[src/rtl/readout_serializer_pkg.sv]
// Shared types and constants for the readout serializer: FSM state encoding,
// default widths and the byte-lane count of a sample word.
package readout_serializer_pkg;

   localparam int DEF_SDW   = 32;
   localparam int DEF_CW    = 16;
   localparam int NUM_LANES = DEF_SDW / 8;

   typedef enum logic [1:0] {
      IDLE  = 2'd0,
      FETCH = 2'd1,
      SEND  = 2'd2,
      FIN   = 2'd3
   } state_t;

   // Width of a lane index; a single-lane word still needs one bit.
   function automatic int lane_idx_w(input int lanes);
      return (lanes > 1) ? $clog2(lanes) : 1;
   endfunction

endpackage

[src/rtl/readout_serializer_if.sv]
// Bundle of the serializer's control, memory-read and UART-byte signals.
// Names carry the serializer's own direction (_i into it, _o out of it).
//
// Handshakes: a word moves when rd_ready_o && rd_valid_i at a rising clk edge;
// a byte moves when tx_valid_o && tx_ready_i at a rising clk edge. tx_valid_o,
// once high, stays high with tx_data_o stable until that byte moves.
interface readout_serializer_if
   import readout_serializer_pkg::*;
#(
   parameter int SDW = DEF_SDW,
   parameter int CW  = DEF_CW
);
   logic             start_i;
   logic [CW-1:0]    word_count_i;
   logic             busy_o;
   logic             done_o;
   logic             rd_ready_o;
   logic             rd_valid_i;
   logic [SDW/8-1:0] rd_keep_i;
   logic [SDW-1:0]   rd_data_i;
   logic             tx_valid_o;
   logic [7:0]       tx_data_o;
   logic             tx_ready_i;
   state_t           dbg_state_o;

   modport master (
      output start_i, word_count_i, rd_valid_i, rd_keep_i, rd_data_i, tx_ready_i,
      input  busy_o, done_o, rd_ready_o, tx_valid_o, tx_data_o, dbg_state_o
   );

   modport slave (
      input  start_i, word_count_i, rd_valid_i, rd_keep_i, rd_data_i, tx_ready_i,
      output busy_o, done_o, rd_ready_o, tx_valid_o, tx_data_o, dbg_state_o
   );
endinterface

[src/rtl/readout_serializer_byte_pick.sv]
// Priority pick of the next pending byte lane: its index and a one-hot clear.
// READOUT_BIG_ENDIAN_EN selects highest-lane-first; otherwise lowest-lane-first.
module readout_byte_pick
   import readout_serializer_pkg::*;
#(
   parameter int NB = NUM_LANES,
   parameter int IW = lane_idx_w(NB)
) (
   input  logic [NB-1:0] mask_i,
   output logic [IW-1:0] idx_o,
   output logic [NB-1:0] clr_o,
   output logic          any_o
);

   // The last hit in the scan wins, so the scan runs away from the priority end.
   always_comb begin
      idx_o = '0;
      clr_o = '0;
`ifdef READOUT_BIG_ENDIAN_EN
      for (int i = 0; i < NB; i++) begin
         if (mask_i[i]) begin
            idx_o = IW'(i);
            clr_o = NB'(1) << i;
         end
      end
`else
      for (int i = NB - 1; i >= 0; i--) begin
         if (mask_i[i]) begin
            idx_o = IW'(i);
            clr_o = NB'(1) << i;
         end
      end
`endif
   end

   assign any_o = |mask_i;

endmodule

[src/rtl/readout_serializer.sv]
// Reads word_count memory words and streams their enabled bytes to a UART.
// Byte order within a word follows READOUT_BIG_ENDIAN_EN (see readout_byte_pick).
module readout_serializer
   import readout_serializer_pkg::*;
#(
   parameter int SDW = DEF_SDW,
   parameter int CW  = DEF_CW
) (
   input  logic             clk,
   input  logic             rst,
   readout_serializer_if.slave bus
);

   localparam int NB = SDW / 8;
   localparam int IW = lane_idx_w(NB);

   state_t          state_q, state_d;
   logic [CW-1:0]   cnt_q, cnt_d;
   logic [NB-1:0]   mask_q, mask_d;
   logic [SDW-1:0]  data_q, data_d;

   logic [IW-1:0]   pick_idx;
   logic [NB-1:0]   pick_clr;
   logic            pick_any;
   logic [NB-1:0]   mask_left;
   logic [7:0]      pick_byte;

   readout_byte_pick #(.NB(NB), .IW(IW)) u_pick (
      .mask_i (mask_q),
      .idx_o  (pick_idx),
      .clr_o  (pick_clr),
      .any_o  (pick_any)
   );

   assign mask_left = mask_q & ~pick_clr;

   always_comb begin
      pick_byte = '0;
      for (int i = 0; i < NB; i++) begin
         if (pick_idx == IW'(i)) pick_byte = data_q[i*8 +: 8];
      end
   end

   always_ff @(posedge clk or posedge rst) begin
      if (rst) begin
         state_q <= IDLE;
         cnt_q   <= '0;
         mask_q  <= '0;
         data_q  <= '0;
      end else begin
         state_q <= state_d;
         cnt_q   <= cnt_d;
         mask_q  <= mask_d;
         data_q  <= data_d;
      end
   end

   always_comb begin
      state_d = state_q;
      cnt_d   = cnt_q;
      mask_d  = mask_q;
      data_d  = data_q;
      unique case (state_q)
         IDLE: begin
            if (bus.start_i) begin
               if (bus.word_count_i != '0) begin
                  cnt_d   = bus.word_count_i;
                  state_d = FETCH;
               end else begin
                  state_d = FIN;
               end
            end
         end
         FETCH: begin
            if (bus.rd_valid_i) begin
               data_d  = bus.rd_data_i;
               mask_d  = bus.rd_keep_i;
               cnt_d   = cnt_q - CW'(1);
               state_d = SEND;
            end
         end
         SEND: begin
            // An all-zero keep word falls straight through on its first SEND cycle.
            if (!pick_any) begin
               state_d = (cnt_q != '0) ? FETCH : FIN;
            end else if (bus.tx_ready_i) begin
               mask_d = mask_left;
               if (mask_left == '0) state_d = (cnt_q != '0) ? FETCH : FIN;
            end
         end
         FIN: state_d = IDLE;
         default: state_d = IDLE;
      endcase
   end

   always_comb begin
      bus.busy_o      = (state_q != IDLE);
      bus.done_o      = (state_q == FIN);
      bus.rd_ready_o  = (state_q == FETCH);
      bus.tx_valid_o  = (state_q == SEND) && pick_any;
      bus.tx_data_o   = ((state_q == SEND) && pick_any) ? pick_byte : 8'h00;
      bus.dbg_state_o = state_q;
   end

endmodule

[src/flat_wrapper.sv]
// flat-port wrapper written by rule: the top's interface ports become plain ports
module readout_serializer_flat import readout_serializer_pkg::*;
#(
   parameter int SDW = DEF_SDW,
   parameter int CW  = DEF_CW
)
  (clk, rst, bus_start_i, bus_word_count_i, bus_rd_valid_i, bus_rd_keep_i, bus_rd_data_i, bus_tx_ready_i, bus_busy_o, bus_done_o, bus_rd_ready_o, bus_tx_valid_o, bus_tx_data_o, bus_dbg_state_o);
  readout_serializer_if #(.SDW(SDW), .CW(CW)) bus_i ();
  input  logic clk;
  input  logic rst;
  input wire logic [$bits(bus_i.start_i)-1:0] bus_start_i;
  input wire logic [$bits(bus_i.word_count_i)-1:0] bus_word_count_i;
  input wire logic [$bits(bus_i.rd_valid_i)-1:0] bus_rd_valid_i;
  input wire logic [$bits(bus_i.rd_keep_i)-1:0] bus_rd_keep_i;
  input wire logic [$bits(bus_i.rd_data_i)-1:0] bus_rd_data_i;
  input wire logic [$bits(bus_i.tx_ready_i)-1:0] bus_tx_ready_i;
  output wire logic [$bits(bus_i.busy_o)-1:0] bus_busy_o;
  output wire logic [$bits(bus_i.done_o)-1:0] bus_done_o;
  output wire logic [$bits(bus_i.rd_ready_o)-1:0] bus_rd_ready_o;
  output wire logic [$bits(bus_i.tx_valid_o)-1:0] bus_tx_valid_o;
  output wire logic [$bits(bus_i.tx_data_o)-1:0] bus_tx_data_o;
  output wire logic [$bits(bus_i.dbg_state_o)-1:0] bus_dbg_state_o;
  assign bus_i.start_i = bus_start_i;
  assign bus_i.word_count_i = bus_word_count_i;
  assign bus_i.rd_valid_i = bus_rd_valid_i;
  assign bus_i.rd_keep_i = bus_rd_keep_i;
  assign bus_i.rd_data_i = bus_rd_data_i;
  assign bus_i.tx_ready_i = bus_tx_ready_i;
  assign bus_busy_o = bus_i.busy_o;
  assign bus_done_o = bus_i.done_o;
  assign bus_rd_ready_o = bus_i.rd_ready_o;
  assign bus_tx_valid_o = bus_i.tx_valid_o;
  assign bus_tx_data_o = bus_i.tx_data_o;
  assign bus_dbg_state_o = bus_i.dbg_state_o;
  readout_serializer #(.SDW(SDW), .CW(CW)) u_core (.clk(clk), .rst(rst), .bus(bus_i));
endmodule
[config.mk]
export PLATFORM = sky130hd
export DESIGN_NAME = readout_serializer_flat
export DESIGN_NICKNAME = d
export VERILOG_FILES = /design/src/rtl/readout_serializer_pkg.sv /design/src/rtl/readout_serializer_if.sv /design/src/rtl/readout_serializer_byte_pick.sv /design/src/rtl/readout_serializer.sv /design/src/flat_wrapper.sv
export SDC_FILE = /design/constraint.sdc
export NUM_CORES = 1
export LEC_CHECK = 0
export ABC_AREA = 1
export BUFFER_PORTS_ARGS = -buffer_cell sky130_fd_sc_hd__buf_2
export CORE_ASPECT_RATIO = 0.8
export CORE_MARGIN = 2
export CORE_UTILIZATION = 40
export CTS_CLUSTER_DIAMETER = 150
export DETAILED_ROUTE_END_ITERATION = 16
export SYNTH_ARGS = -nofsm -noshare
export SYNTH_HDL_FRONTEND = slang
export SYNTH_SLANG_ARGS = --single-unit
[constraint.sdc]
create_clock -name clk -period 1.95 [get_ports clk]
set_clock_uncertainty 0.2 [all_clocks]
set_input_delay 0.0975 -clock clk [delete_from_list [all_inputs] [get_ports clk]]
set_output_delay 0.0975 -clock clk [all_outputs]
set_load 0.1 [all_outputs]
==> results.yml, run 1 <==
routing:
  avgRoutedWirePerCell_um: 13.3
  dr.first_iter.drc_count: 175
  finalWirelength_um: 8890
  antenna_left: 0
  drc: 0
  vias: 3178
  vias_per_cell: 4.74
  first_pass_iters: 4
placement:
  numPortBuffers: 70
  gp_congestion: 0.955
  dp_cells: 594
  dp_hpwl_um: 5910
synthesis:
  postSynthAreaPerCell_um2: 7.82
  synth.largest_area_cell: "dfrtp_1"
  yosys.area.top_type_share: 0.416
  synth_ff_type: "dfrtp_1"
  yosysWarnings: 0
  synthAdderAreaFrac: 0.00771
  synthSimpleGateAreaFrac: 0.283
  yosys-top-cells-count: "nand2_1 (117), nor2_1 (71), dfrtp_1 (54)"
  yosys_register_bits: 54
  seq_area_frac_synth: 0.416
  synthTopCellsByArea: "dfrtp_1 (42%), nand2_1 (14%), mux2_4 (11%)"
  synthCells: 415
  synth_nets: 474
  synth.most_common_cell: "nand2_1"
  synth_edf_count: 0
  yosys.cell_types.count: 25
  synthMuxAreaShare: 0.111
  synth_xor_area_frac: 0
  async_flop_share: 1.00
  synth_area_um2: 3250
  synth_compound_area_frac: 0.0991
  synth_top_family_by_area: "simple AND/OR/NAND/NOR gates"
cells_and_area:
  regArea_um2: 1360
  multiInputGateArea_um2: 1680
  final_cells: 670
  fillers: 719
  syn_to_final_growth_pct: 47.7
  final_nets: 620
  antennaDiodeCount: 0
  drive_gt1_frac: 0.286
setup_path:
  path_cells: "nor2_4, nor2_4, a21oi_2, buf_6, nand2_1, o211ai_1, nand2_1, clkinvlp_4, buf_12"
  crit_type: "register to primary output"
  critPathMaxFanout: 8
  cp.required_ps: 1650
  critPathCaptureType: "primary output"
  worstPathArrival_ps: 1810
  worst_path_max_delay_cell: "dfrtp_1"
  max_stage_delay_ps: 450
  cp-start-kind: "register"
flow_run:
  max-cap-violations: 0
floorplan:
  core_area_um2: 7910
  die_h_um: 84.6
  start_util: 0.410
  rows: 29
  die_w_um: 105
  ios: 71
  dieArea_um2: 8860
grt:
  grt_pass1_wl_um: 14700
  grt_max_degree: 38
  overflow: 0
  grt_pass1_vias: 3063
  antenna_found_initial: 0
  track_usage: 0.211
sta:
  slew_violations: 0
  rsz0062_at_grt: "true"
  final.setup.worst_slack_ps: -158
  relSlewSlack: 0.672
  worst_slew_pin_slew_ps: 496
  finalHoldViolCount: 0
  whs_ps: 22.3
  fmax_mhz: 474
  finalCritPeriodShare: 1.08
  finalCriticalPeriod_ps: 2110
  setup_viol: 8
power_and_ir_drop:
  leakage_uw: 0.00237
  max-vdd-ir-drop_mv: 0.782
  power_density_nw_per_um2: 1610
worst_hold_path:
  min_path_type: "primary input to register"
cts:
  clockBufferDepth: 2
  clk_pin_slew_worst_paths_ps: 100
  insertion_delay_ps: 320
  cts_buffers: 5
  cts.sinks: 54
  cts_tree: "done"
  htree_levels: 2
  clockRootBuffer: "clkbuf_8"
run_status:
  status: "finished, violations left"
  violations: "setup timing"
## cells by family (layout without fill, tap and decap cells)
group / Yosys count / count (layout)
compound gates: 55 / 55
fa+ha+maj: 2 / 2
buf+inv: 58 / 205
flops: 54 / 54
mux: 24 / 24
simple gates: 222 / 222
## per-stage QoR
step                      total power (uW)  utilization  TNS [ps]  instance area [um^2]  worst slack [ps]
after floorplan                       5390            -      -445                  3310              -223
after global placement                6420        0.502         0                  3970               206
after detailed placement              6480        0.502         0                  3970               151
after CTS                             7400        0.587     -1210                  4640              -159
after global routing                  8340        0.606     -1980                  4790              -278
final                                 7720        0.606     -1080                  4790              -158
## power by group
group	internal (uW)	switching, uW
clock network	379	389
logic	1970	2880
registers	1690	415
total	4040	3680
## worst paths after layout
kind | start | endpoint | slack [ps] | cells past startpoint
worst max-delay path | u_core.mask_q[2] | bus_tx_data_o[2] | -160 | 9
worst min-delay path | bus_start_i | u_core.bus.dbg_state_o[0] | 20 | 7
worst max register to register | u_core.bus.dbg_state_o[0] | u_core.data_q[12] | 110 | 6
worst min register to register | u_core.data_q[9] | u_core.data_q[9] | 320 | 2
max in group asynchronous | rst | u_core.data_q[15] | 1200 | 4
min in group asynchronous | rst | u_core.cnt_q[14] | 140 | 4
## timing repair
| action | in CTS | in global routing |
|---|---|---|
| endpoints found under the setup margin | 8 | 11 |
| pin swaps | 0 | 6 |
| setup buffers | 0 | 13 |
| hold endpoints to repair | 107 | 0 |
| hold buffers | 55 | 0 |
| gates cloned | 0 | 0 |
| gates resized for setup | 4 | 11 |
## per-layer routing
metal  track usage  vias up  share of wire  wire (um)
met5             0        -              0          0
met4        0.0752        0          0.023        202
met3        0.0357       18          0.056        499
met2         0.339       89           0.45       4030
met1         0.290     1457           0.47       4160
li1              -     1614              -          -
## registers in the layout, summed over array words and instances (netlist names)
register and cells:
u_core.mask_q 4, u_core.bus.dbg_state_o 2, u_core.data_q 32, u_core.cnt_q 16
## placed cells by master (no fill, tap or decap), drive strengths merged, types with 10 or more instances in the layout
cell | synthesis | routed
nand3 | 23 | 23
dfrtp | 54 | 54
a21oi | 13 | 13
o21ai | 31 | 31
mux2 | 24 | 24
nor2 | 73 | 73
nand2 | 121 | 121
o211ai | 10 | 10
dlygate4sd3 | 0 | 55
buf | 10 | 94
inv | 48 | 39
## critical path, delay by kind of cell, from the launching register on
kind | cells | cell delay, ps
buffers and inverters | 3 | 420
flip-flops | 1 | 450
AO/OA/AOI/OAI | 2 | 220
AND/OR/NAND/NOR | 4 | 380
## cell type report
type	count	area share
inverters	48	0.0467
clock buffers	5	0.0144
flip-flops and latches	54	0.283
multi-input cells	303	0.351
well taps	108	0.0282
clock inverters	3	0.00835
repair buffers	149	0.269
(Power assumes the default switching activity.)
==> inputs of run 2 (changes only) <==
--- a/config.mk
+++ b/config.mk
@@ -5,7 +5,6 @@
 export SDC_FILE = /design/constraint.sdc
 export NUM_CORES = 1
 export LEC_CHECK = 0
-export ABC_AREA = 1
 export BUFFER_PORTS_ARGS = -buffer_cell sky130_fd_sc_hd__buf_2
 export CORE_ASPECT_RATIO = 0.8
 export CORE_MARGIN = 2
==> results.yml, run 2 <==
run_status:
  status: "finished, violations left"
  violations: "setup timing"
setup_path:
  r2r_cells: 10
  crit_type: "register to primary output"
  startpoint: "u_core.mask_q[2]"
  cp-start-kind: "register"
  worstPathArrival_ps: 1820
  rr_startpoint: "u_core.mask_q[2]"
  critPathMaxFanout: 5
  cp.required_ps: 1650
  critPathCaptureType: "primary output"
cts:
  clockBufferDepth: 2
  clockRootBuffer: "clkbuf_8"
  htree_levels: 2
  cts.sinks: 54
  cts_tree: "done"
  cts_buffers: 5
  insertion_delay_ps: 310
  clk_pin_slew_worst_paths_ps: 110
synthesis:
  postSynthAreaPerCell_um2: 9.71
  synth.largest_area_cell: "dfrtp_1"
  synthTopCellsByArea: "dfrtp_1 (46%), mux2_1 (12%), a22oi_1 (3.6%)"
  synth.most_common_cell: "dfrtp_1"
  synthCells: 303
  async_flop_share: 1.00
  synth_area_um2: 2940
  synth_nets: 362
  yosysWarnings: 0
  yosys.cell_types.count: 51
  yosys-top-cells-count: "dfrtp_1 (54), mux2_1 (32), nor2_1 (27)"
  synth_ff_type: "dfrtp_1"
  synth_edf_count: 0
  yosys.area.top_type_share: 0.459
  seq_area_frac_synth: 0.459
  yosys_register_bits: 54
routing:
  vias_per_cell: 5.51
  first_pass_iters: 5
  antenna_left: 0
  avgRoutedWirePerCell_um: 17.1
  vias: 3017
  drc: 0
  dr.first_iter.drc_count: 124
  finalWirelength_um: 9380
floorplan:
  die_w_um: 99.9
  core_area_um2: 6990
  ios: 71
  rows: 27
  die_h_um: 80.7
  start_util: 0.421
  dieArea_um2: 8060
sta:
  slew_violations: 0
  rsz0062_at_grt: "true"
  final.setup.worst_slack_ps: -172
  worst_slew_pin_slew_ps: 483
  setup_tns_ps: -1300
  finalHoldViolCount: 0
  setup_viol: 9
  relSlewSlack: 0.680
  finalCritPeriodShare: 1.09
  finalCriticalPeriod_ps: 2120
  fmax_mhz: 471
worst_hold_path:
  hold_path_depth: 4
  min_path_type: "primary input to register"
  hp-start: "bus_word_count_i[14]"
cells_and_area:
  top_register: "u_core.data_q"
  layout_commonest_cell: "buf_2"
  largest_register_ffs: 32
  mostFrequentLayoutCells: "buf_2 (61), dlygate4sd3_1 (55), dfrtp_1 (52), mux2_4 (32), buf_4 (28)"
  syn_to_final_growth_pct: 68.0
  reg_top3: "u_core.data_q (32), u_core.cnt_q (16), u_core.mask_q (4)"
  final_nets: 519
  drive_gt1_frac: 0.440
  final_area_um2: 4940
  fillers: 504
  antennaDiodeCount: 0
  regArea_um2: 1350
  multiInputGateArea_um2: 1840
placement:
  numPortBuffers: 70
  post_dp_cell_area_um2: 4060
  dp_hpwl_um: 6290
  gp_congestion: 0.850
  dp_slack_ps: -32.6
power_and_ir_drop:
  max-vdd-ir-drop_mv: 1.18
  power_density_nw_per_um2: 1630
  leakage_uw: 0.00218
grt:
  grt_pass1_wl_um: 15100
  grt_max_degree: 38
  grt_pass1_vias: 2955
  overflow: 0
  track_usage: 0.241
  antenna_found_initial: 0
flow_run:
  max-cap-violations: 0
## run 2: path summary, 6_finish.rpt
kind | to | slack, ps
max | bus_tx_data_o[1] | -170
min | u_core.cnt_q[14] | 50
max reg2reg | u_core.mask_q[3] | 40
min reg2reg | u_core.data_q[29] | 330
max in group asynchronous | u_core.cnt_q[11] | 870
min in group asynchronous | u_core.cnt_q[4] | 140
## run 2: per-layer routing
metal / vias to the layer above / track usage / wire (um)
li1: 1422 / - / -
met1: 1467 / 0.366 / 4510
met2: 118 / 0.370 / 4240
met3: 10 / 0.0357 / 534
met4: 0 / 0.0438 / 99
met5: - / 0 / 0
## run 2: cell type report
class,count,share of cell area
clock buffers,5,0.0139
repair buffers,166,0.296
well taps,87,0.0220
multi-input cells,220,0.372
inverters,13,0.0129
clock inverters,3,0.00962
flip-flops and latches,54,0.274
## run 2: worst max-delay path, cell delays in order (launching register included)
cell,delay (ps)
dfrtp_1,430
nor2b_2,160
buf_6,140
a21oi_1,40
o21ai_1,160
buf_4,150
a22oi_2,60
nor3_4,170
buf_12,200
## run 2: power breakdown
group	switching, uW	internal [uW]	total, uW
sequential	498	1680	2180
combinational	2740	2340	5080
clock	406	390	797
## run 2: timing repair
item / CTS / global route
endpoints found under the setup margin: 11 / 25
buffers inserted: 2 / 4
gates resized for setup: 28 / 22
hold buffers: 55 / 0
cloned: 1 / 0
endpoints found under the hold margin: 107 / 0
pin swaps: 16 / 5
## run 2: cells by family after synthesis
group | after synthesis | share of synthesized area
AO/OA/AOI/OAI | 88 | 0.194
AND/OR/NAND/NOR | 94 | 0.162
flip-flops | 54 | 0.459
multiplexers | 35 | 0.133
adder cells (fa/ha/maj) | 3 | 0.0119
buffers and inverters | 29 | 0.0404
## run 2: per-stage QoR
step	power, uW	hold slack (ps)	std cells	util
4_1_cts	7850	36.2	544	0.690
3_5_place_dp	6720	-61.6	478	0.580
2_1_floorplan	5310	4.84	303	-
3_3_place_gp	6670	-68.9	478	0.580
5_1_grt	8500	78.8	548	0.707
6_report	8060	54.2	548	0.707
==> inputs of run 3 (changes only) <==
==> constraint.sdc (replaced) <==
create_clock -name clk -period 1.7 [get_ports clk]
set_clock_uncertainty 0.2 [all_clocks]
set_input_delay 0.085 -clock clk [delete_from_list [all_inputs] [get_ports clk]]
set_output_delay 0.085 -clock clk [all_outputs]
set_load 0.1 [all_outputs]
==> results.yml, run 3 (synthesized netlist as in run 2, its figures left out) <==
sta:
  slew_violations: 0
  finalHoldViolCount: 0
  relSlewSlack: 0.677
  setup_viol: 65
  finalCriticalPeriod_ps: 2120
  finalCritPeriodShare: 1.24
  fmax_mhz: 473
  worst_slew_pin_slew_ps: 488
  rsz0062_at_grt: "true"
  setup_tns_ps: -15110
  final.setup.worst_slack_ps: -416
power_and_ir_drop:
  max-vdd-ir-drop_mv: 0.998
  p_total_uw: 11400
  leakage_uw: 0.00260
  power_density_nw_per_um2: 1950
grt:
  antenna_found_initial: 0
  overflow: 0
  grt_pass1_wl_um: 18100
  grt_max_degree: 55
  track_usage: 0.294
  grt_pass1_vias: 3434
cts:
  cts_tree: "done"
  clockBufferDepth: 2
  htree_levels: 2
  clk_pin_slew_worst_paths_ps: 110
  cts_buffers: 5
  cts.sinks: 54
  clockRootBuffer: "clkbuf_8"
  insertion_delay_ps: 320
cells_and_area:
  drive_gt1_frac: 0.596
  layout_commonest_cell: "buf_4"
  final_nets: 578
  fillers: 366
  top_register: "u_core.data_q"
  syn_to_final_growth_pct: 99.1
  reg_top3: "u_core.data_q (32), u_core.cnt_q (16), u_core.mask_q (4)"
  mostFrequentLayoutCells: "buf_4 (61), buf_2 (59), dlygate4sd3_1 (53), dfrtp_1 (50), mux2_4 (32)"
  antennaDiodeCount: 0
  largest_register_ffs: 32
run_status:
  status: "finished, violations left"
  violations: "setup timing"
setup_path:
  critPathCaptureType: "primary output"
  cp-start-kind: "register"
  critPathMaxFanout: 8
  worstPathArrival_ps: 1830
  cp.required_ps: 1410
  crit_type: "register to primary output"
floorplan:
  die_h_um: 80.7
  start_util: 0.421
  ios: 71
  rows: 27
  die_w_um: 99.9
  dieArea_um2: 8060
  core_area_um2: 6990
routing:
  vias_per_cell: 5.72
  vias: 3474
  drc: 0
  antenna_left: 0
  avgRoutedWirePerCell_um: 21.3
  finalWirelength_um: 13000
  first_pass_iters: 5
  dr.first_iter.drc_count: 204
flow_run:
  max-cap-violations: 0
worst_hold_path:
  min_path_type: "primary input to register"
placement:
  numPortBuffers: 70
  dp_hpwl_um: 6950
  gp_congestion: 0.875
run 3: changes by cell type in the layout (fill, tap and decap cells not counted), sizes merged:
cell | previous run | this run
buf | 111 | 172
dlygate4sd3 | 55 | 53
clkbuf | 5 | 6
clkinv | 2 | 1
clkinvlp | 0 | 1
inv | 13 | 12
run 3: where the power goes:
group          leakage (uW)  internal [uW]  total [uW]  switching [uW]
sequential         0.000640           1940        2590             658
combinational       0.00191           3860        7910            4040
clock             0.0000514            440         900             459
total               0.00260           6240       11400            5160
run 3: metrics by stage:
| stage | cells | cell area, um^2 | util | setup WS [ps] | hold slack (ps) |
|---|---|---|---|---|---|
| after floorplan | 303 | 3290 | - | -557 | -11.1 |
| after global placement | 516 | 4370 | 0.625 | -241 | -40.6 |
| after detailed placement | 516 | 4370 | 0.625 | -291 | -39.5 |
| after CTS | 598 | 5660 | 0.809 | -384 | 8.18 |
| after global routing | 607 | 5860 | 0.838 | -490 | 45.6 |
| final | 607 | 5860 | 0.838 | -416 | 19.4 |
run 3: worst max-delay path, stage by stage, from the launching register on:
cell and delay, ps:
dfrtp_1 420, nor3_2 250, or2_4 260, a22oi_2 130, nor3_4 240, buf_12 200
run 3: final timing paths:
kind	start	endpoint	slack, ps	depth (start not counted)
worst min register to register	u_core.data_q[13]	u_core.data_q[13]	330	1
min in group asynchronous	rst	u_core.data_q[17]	160	4
worst min-delay path	bus_word_count_i[14]	u_core.cnt_q[14]	20	4
worst max-delay path	u_core.mask_q[1]	bus_tx_data_o[2]	-420	5
max in group asynchronous	rst	u_core.cnt_q[2]	850	4
worst max register to register	u_core.bus.dbg_state_o[1]	u_core.data_q[24]	-300	8
run 3: metal layers:
| layer | GRT usage | share of wire | vias up |
|---|---|---|---|
| met5 | 0 | 0 | - |
| met4 | 0.0890 | 0.040 | 0 |
| met3 | 0.0426 | 0.070 | 45 |
| met2 | 0.470 | 0.47 | 211 |
| met1 | 0.416 | 0.42 | 1679 |
| li1 | - | - | 1539 |
run 3: repair_timing:
action	in CTS	in global routing
pin swaps	47	25
hold buffers	52	1
cloned	4	1
endpoints found under the setup margin	58	66
hold endpoints to repair	105	1
resized for setup	87	46
setup buffers	20	12
run 3: layout make-up:
cell class                 instances  area [um^2]  area share
timing repair buffer             225         2100       0.359
sequential                        54         1360       0.231
clock buffer                       6         72.6      0.0124
tap                               87          109      0.0186
multi-input combinational        220         2110       0.361
clock inverter                     2         37.5     0.00641
inverter                          13         66.3      0.0113
